==> src/rtl/par_serializer_pkg.sv <==
// Shared types for the parallel-to-serial transmit stage.
// Frame phases: load, data bits, parity bit, idle gap.
package par_ser_pkg;

    typedef enum logic [1:0] {
        IDLE,
        DATA,
        PAR,
        GAP
    } par_ser_state_t;

endpackage

==> src/rtl/par_serializer.sv <==
// Parallel-to-serial transmit stage: shifts out a captured word one bit per clock,
// then appends a parity bit and an optional idle gap.
module par_serializer
    import par_ser_pkg::*;
#(
    parameter int unsigned WIDTH      = 8,
    parameter int unsigned ODD_PARITY = 0,
    parameter int unsigned GAP_CYCLES = 1,
    parameter int unsigned MSB_FIRST  = 0
) (
    input  logic             clk,
    input  logic             rst,
    input  logic [WIDTH-1:0] din,
    input  logic             din_vld,
    output logic             din_rdy,
    output logic             sr_out,
    output logic             sr_vld,
    output logic             par_flag,
    output logic             frame_done
);

    localparam int unsigned     CNT_W    = $clog2(WIDTH);
    localparam logic [CNT_W-1:0] LAST_BIT = CNT_W'(WIDTH - 1);
    localparam bit              NO_GAP   = (GAP_CYCLES == 0);
    localparam bit              MSB_SEL  = (MSB_FIRST != 0);

    par_ser_state_t   state_q, state_d;
    logic [WIDTH-1:0] shreg_q, shreg_d;
    logic             parity_q, parity_d;
    logic [CNT_W-1:0] bit_cnt_q, bit_cnt_d;
    logic             sr_out_d, sr_vld_d, par_flag_d, frame_done_d;
    logic             gap_last;
    logic             xfer;

    assign din_rdy = (state_q == IDLE) || ((state_q == PAR) && NO_GAP);
    assign xfer    = din_vld && din_rdy;

    // The head bit leaves on the same edge that loads the word, so the shift
    // register only ever holds the bits still to be sent, aligned at the head.
    always_comb begin
        state_d      = state_q;
        shreg_d      = shreg_q;
        parity_d     = parity_q;
        bit_cnt_d    = bit_cnt_q;
        sr_out_d     = 1'b0;
        sr_vld_d     = 1'b0;
        par_flag_d   = 1'b0;
        frame_done_d = 1'b0;

        case (state_q)
            IDLE: ;
            DATA: begin
                sr_vld_d = 1'b1;
                if (bit_cnt_q == LAST_BIT) begin
                    state_d      = PAR;
                    sr_out_d     = parity_q;
                    par_flag_d   = 1'b1;
                    frame_done_d = 1'b1;
                end else begin
                    bit_cnt_d = bit_cnt_q + CNT_W'(1);
                    sr_out_d  = MSB_SEL ? shreg_q[WIDTH-1] : shreg_q[0];
                    shreg_d   = MSB_SEL ? (shreg_q << 1) : (shreg_q >> 1);
                end
            end
            PAR: begin
                state_d   = NO_GAP ? IDLE : GAP;
                bit_cnt_d = '0;
            end
            GAP: begin
                if (gap_last) begin
                    state_d = IDLE;
                end
            end
            default: state_d = IDLE;
        endcase

        // A transfer (IDLE, or PAR with no gap) starts the next frame without a bubble.
        if (xfer) begin
            state_d   = DATA;
            shreg_d   = MSB_SEL ? (din << 1) : (din >> 1);
            parity_d  = (^din) ^ 1'(ODD_PARITY);
            bit_cnt_d = '0;
            sr_out_d  = MSB_SEL ? din[WIDTH-1] : din[0];
            sr_vld_d  = 1'b1;
        end
    end

    always_ff @(posedge clk or posedge rst) begin
        if (rst) begin
            state_q    <= IDLE;
            shreg_q    <= '0;
            parity_q   <= 1'b0;
            bit_cnt_q  <= '0;
            sr_out     <= 1'b0;
            sr_vld     <= 1'b0;
            par_flag   <= 1'b0;
            frame_done <= 1'b0;
        end else begin
            state_q    <= state_d;
            shreg_q    <= shreg_d;
            parity_q   <= parity_d;
            bit_cnt_q  <= bit_cnt_d;
            sr_out     <= sr_out_d;
            sr_vld     <= sr_vld_d;
            par_flag   <= par_flag_d;
            frame_done <= frame_done_d;
        end
    end

    if (GAP_CYCLES > 0) begin : g_gap
        localparam int unsigned     GAP_W    = $clog2(GAP_CYCLES + 1);
        localparam logic [GAP_W-1:0] LAST_GAP = GAP_W'(GAP_CYCLES - 1);

        logic [GAP_W-1:0] gap_cnt_q;

        always_ff @(posedge clk or posedge rst) begin
            if (rst) begin
                gap_cnt_q <= '0;
            end else if ((state_q == GAP) && !gap_last) begin
                gap_cnt_q <= gap_cnt_q + GAP_W'(1);
            end else begin
                gap_cnt_q <= '0;
            end
        end

        assign gap_last = (gap_cnt_q == LAST_GAP);
    end else begin : g_no_gap
        assign gap_last = 1'b1;
    end

endmodule

==> config.mk <==
export PLATFORM = sky130hd
export DESIGN_NAME = par_serializer
export DESIGN_NICKNAME = d
export VERILOG_FILES = /design/src/rtl/par_serializer_pkg.sv /design/src/rtl/par_serializer.sv
export SDC_FILE = /design/constraint.sdc
export NUM_CORES = 1
export LEC_CHECK = 0
export BUFFER_PORTS_ARGS = -buffer_cell sky130_fd_sc_hd__buf_2
export CAP_MARGIN = 20
export CORE_ASPECT_RATIO = 1.1
export CORE_MARGIN = 2
export CORE_UTILIZATION = 50
export DETAILED_ROUTE_END_ITERATION = 12
export PLACE_DENSITY = 0.74
export REMOVE_ABC_BUFFERS = 1
export SLEW_MARGIN = 40
export SYNTH_ARGS = -nofsm -noshare
export SYNTH_HDL_FRONTEND = slang
export SYNTH_SLANG_ARGS = --single-unit
==> constraint.sdc <==
create_clock -name clk -period 1.6 [get_ports clk]
set_input_delay 0.32 -clock clk [delete_from_list [all_inputs] [get_ports clk]]
set_output_delay 0.32 -clock clk [all_outputs]
set_load 0.02 [all_outputs]
==> impl_results.md <==
* Proportion of layout cells with a drive suffix above 1 at 26.3%
* Start-to-end type of the worst setup path: reg2reg
* Distinct cell type count of the synthesized netlist at 25
* Relative contribution of the clock network to total power at 11.0%
* Detailed-route wire length at 1820 um
* Final Critical Period at 1.54 ns
* Utilization after layout at 60.9%
* Inst Count DP at 127
* Hold crit path type: in2async
* Met3 Usage GRT at 2.24%
* CTS Buf Count at 3
* TritonCTS clock tree: yes
* GR Util met1 at 27.2%
* Critical path required time at 1.83 ns
* Net switching fraction of the power at 40.1%
* CTS Root Buffer Type: sky130_fd_sc_hd__clkbuf_4
* Yosys warning total at 0
* Share of flip-flops with an asynchronous set or reset after synthesis at 100%
* Routed via count divided by cell count at 5.68
* Post-DR wirelength/cell at 13.8 um
* Overall fraction of global-route tracks in use at 18.5%
* Endpoint arrival time on the critical path at 1.77 ns
* Startpoint of the most critical setup path: bit_cnt_q[1]
* Most instantiated flip-flop cell in the synthesis netlist: sky130_fd_sc_hd__dfrtp_1
* Post-route design area at 1060 um2
* Detailed-routing iteration count for the pre-antenna-repair pass at 4
* Post-synthesis to final-layout area growth at 18.4%
* CTS H-tree lvls at 1
* Met2 Resource Use GR at 27.2%
* Share of synthesized area occupied by flip-flops and latches at 47.5%
* Post-layout power at 2.05 mW
* Number of global-route vias before repair at 657
* Slew headroom at 56.8%
* Share of cell area taken by muxes after synthesis at 1.26%
* # Max-Cap Violations at 0
* Fraction of the mapped netlist area in compound gates at 22.2%
* Share of the clock period used by the worst path at 96.0%
* Cell at the slowest stage of the critical path: sky130_fd_sc_hd__dfrtp_1
* Post-synthesis register bit count at 17
* Dominant combinational cell family by area after synthesis: compound AO/OA/AOI/OAI gates
* First-pass GRT wire length at 3000 um
* Cell-by-cell trace of the critical path: ha_2 > ha_4 > buf_12 > a211oi_4 > o22a_1
* Xor and xnor area share after synthesis at 6.84%
* Core ar. at 1740 um2
* RSZ-0062 raised after global routing: no
* Number of instances in the synthesized netlist at 95
* Number of input and output port buffers inserted at 15
* Number of non-filler instances in the completed layout at 132
* Clk sink count at 17
* Max Clk Rate at 651 MHz
* Clock transition at the registers of the reported paths at 0.09 ns
* Sequential share of power at 36.9%
* Number of enable-type register cells in the synthesized netlist at 0
* Power density cells at 1940 nW/um2
* Share of power burned in combinational logic at 52.1%
* I/O pins at 16
* Internal Power at 1.23 mW
* Die footprint at 2150 um2
* Global route overflow at 0
* Switching Power at 0.824 mW
* Pin count of the biggest net entering global routing at 18
* Std cell rows at 16
* Delay contributed by the slowest stage of the critical path at 0.40 ns
* Final-report setup violation count at 0
* Post-layout nets at 128
* Maximum resistive drop on vdd at 1.09 mV
* Slew at the pin closest to its max-slew limit at 0.647 ns
* Endpoints failing hold at 0
* Count of hold buffers inserted by post-cts repair at 0
* Worst flop-to-flop path startpoint: bit_cnt_q[1]
* Initial cell density of the core at 51.4%
* Placer's final routability congestion estimate at 0.793
* Total of fill cells in the finished design at 157
* Average cell area after synthesis at 9.43 um2
* Pleak at 0.479 nW
* Via count at 750
* Clk Latency, worst-skew pair at 0.29 ns
* Global-route layer with the greatest usage: met1
* Outcome: finished, final reports clean
* Total negative slack at 0 ns
* Simple-gate share of the synthesized area at 14.0%
* Post-route ant nets at 0
* Worst-case clock buffer depth at 2
* DRC violation total after the first TritonRoute iteration at 23
* Cell area after technology mapping at 896 um2
* Vertical extent of the die at 48.4 um
* Count of final max-slew check failures at 0
* Number of antenna violations at the first check in global routing at 0
* Setup crit end kind: register
* Area after DPL at 1010 um2
* Residual DRC at 0
* Crit path launch type: register
* Synthesized-area fraction occupied by adder cells at 2.79%
* Worst clock skew on the final layout at 0.00243 ns
* Horizontal extent of the die at 44.4 um
* Highest net fanout along the worst path at 8
* Antenna diode instance count at 0
* Detailed placer's ending HPWL at 1340 um
## cells in the mapped netlist, drive strengths merged, types with 3 or more instances
| cell | number | area share [%] |
|---|---|---|
| o21ai | 4 | 2.2 |
| a21oi | 11 | 6.1 |
| inv | 3 | 1.3 |
| xnor2 | 7 | 6.8 |
| nand2 | 5 | 2.1 |
| nor2 | 19 | 8.2 |
| o22a | 6 | 5.9 |
| buf | 5 | 3.4 |
| dfrtp | 17 | 47 |
## power groups by stage
stage / combinational (mW) / sequential [mW] / clock, mW
floorplan: 0.625 / 0.830 / 0
global placement: 0.971 / 0.750 / 0
detailed placement: 1.02 / 0.756 / 0
CTS: 1.02 / 0.749 / 0.231
global route: 1.20 / 0.779 / 0.249
finish: 1.07 / 0.758 / 0.227
## area by class of cell
| cell class | count | area (um2) | share of cell area [%] |
|---|---|---|---|
| multi-input cells | 69 | 443 | 41.7 |
| flip-flops and latches | 17 | 425 | 40.1 |
| repair buffers | 21 | 133 | 12.5 |
| clock buffers | 4 | 26.3 | 2.48 |
| well taps | 18 | 22.5 | 2.12 |
| inverters | 3 | 11.3 | 1.06 |
## kinds of logic (layout without fill, tap and decap cells)
family | count (synthesis) | after routing
mux | 1 | 1
compound gates | 29 | 29
simple gates | 29 | 29
other cells | 1 | 1
fa+ha+maj | 2 | 2
buf+inv | 9 | 28
flops | 17 | 17
xor+xnor | 7 | 7
## state kept, by name, indices dropped and copies added, names as in the netlist
signal / cells
shreg_q: 7
bit_cnt_q: 3
state_q: 2
frame_done: 1
g_gap.gap_cnt_q: 1
parity_q: 1
sr_out: 1
sr_vld: 1
## worst paths after layout
check | endpoint | slack, ns | depth (start not counted)
setup / recovery | shreg_q[4] | 0.06 | 5
hold / removal | shreg_q[2] | 0.10 | 2
setup reg to reg | shreg_q[4] | 0.06 | 5
hold reg to reg | shreg_q[2] | 0.52 | 1
max in group asynchronous | parity_q | 1.08 | 2
min in group clk | parity_q | 0.31 | 2
## metrics by stage
stage	setup WS, ns	hold WS (ns)
after floorplan	0.00664	0.246
after global placement	0.0783	0.435
after detailed placement	0.0141	0.441
after CTS	0.0161	0.123
after global routing	0.0170	0.160
final	0.0644	0.103
## timing repair
action                                  in CTS  in global routing
pin swaps                                    1                  3
gates resized for setup                      0                  4
endpoints found under the setup margin       1                  7
endpoints found under the hold margin        0                  0
buffers inserted                             0                  1
## cell usage in the layout, fill, tap and decap left out, drive strengths merged
cell    synthesis  final
xnor2           7      7
o21ai           4      4
nor2           19     19
mux2            1      1
o22a            6      6
dfrtp          17     17
a31oi           1      1
a211oi          1      1
inv             3      3
clkbuf          1      4
a22oi           2      2
buf             5     21
nand2b          1      1
nand2           5      5
nor2b           2      2
nand3b          1      1
a21oi          11     11
and2            1      1
ha              2      2
conb            1      1
o22ai           1      1
o21a            2      2
o31a            1      1
## critical path: cells and delay by family (launching register included)
family | cells | cell delay, ns
AO/OA/AOI/OAI | 2 | 0.57
flip-flops | 1 | 0.40
adder cells (fa/ha/maj) | 2 | 0.38
buffers and inverters | 1 | 0.13
## routing by layer
| metal | vias to the layer above | share of wire [%] |
|---|---|---|
| met4 | 0 | 2.3 |
| met5 | - | 0 |
| met2 | 35 | 47 |
| met1 | 346 | 46 |
| met3 | 7 | 5.3 |
| li1 | 362 | - |
(Power assumes the default switching activity.)
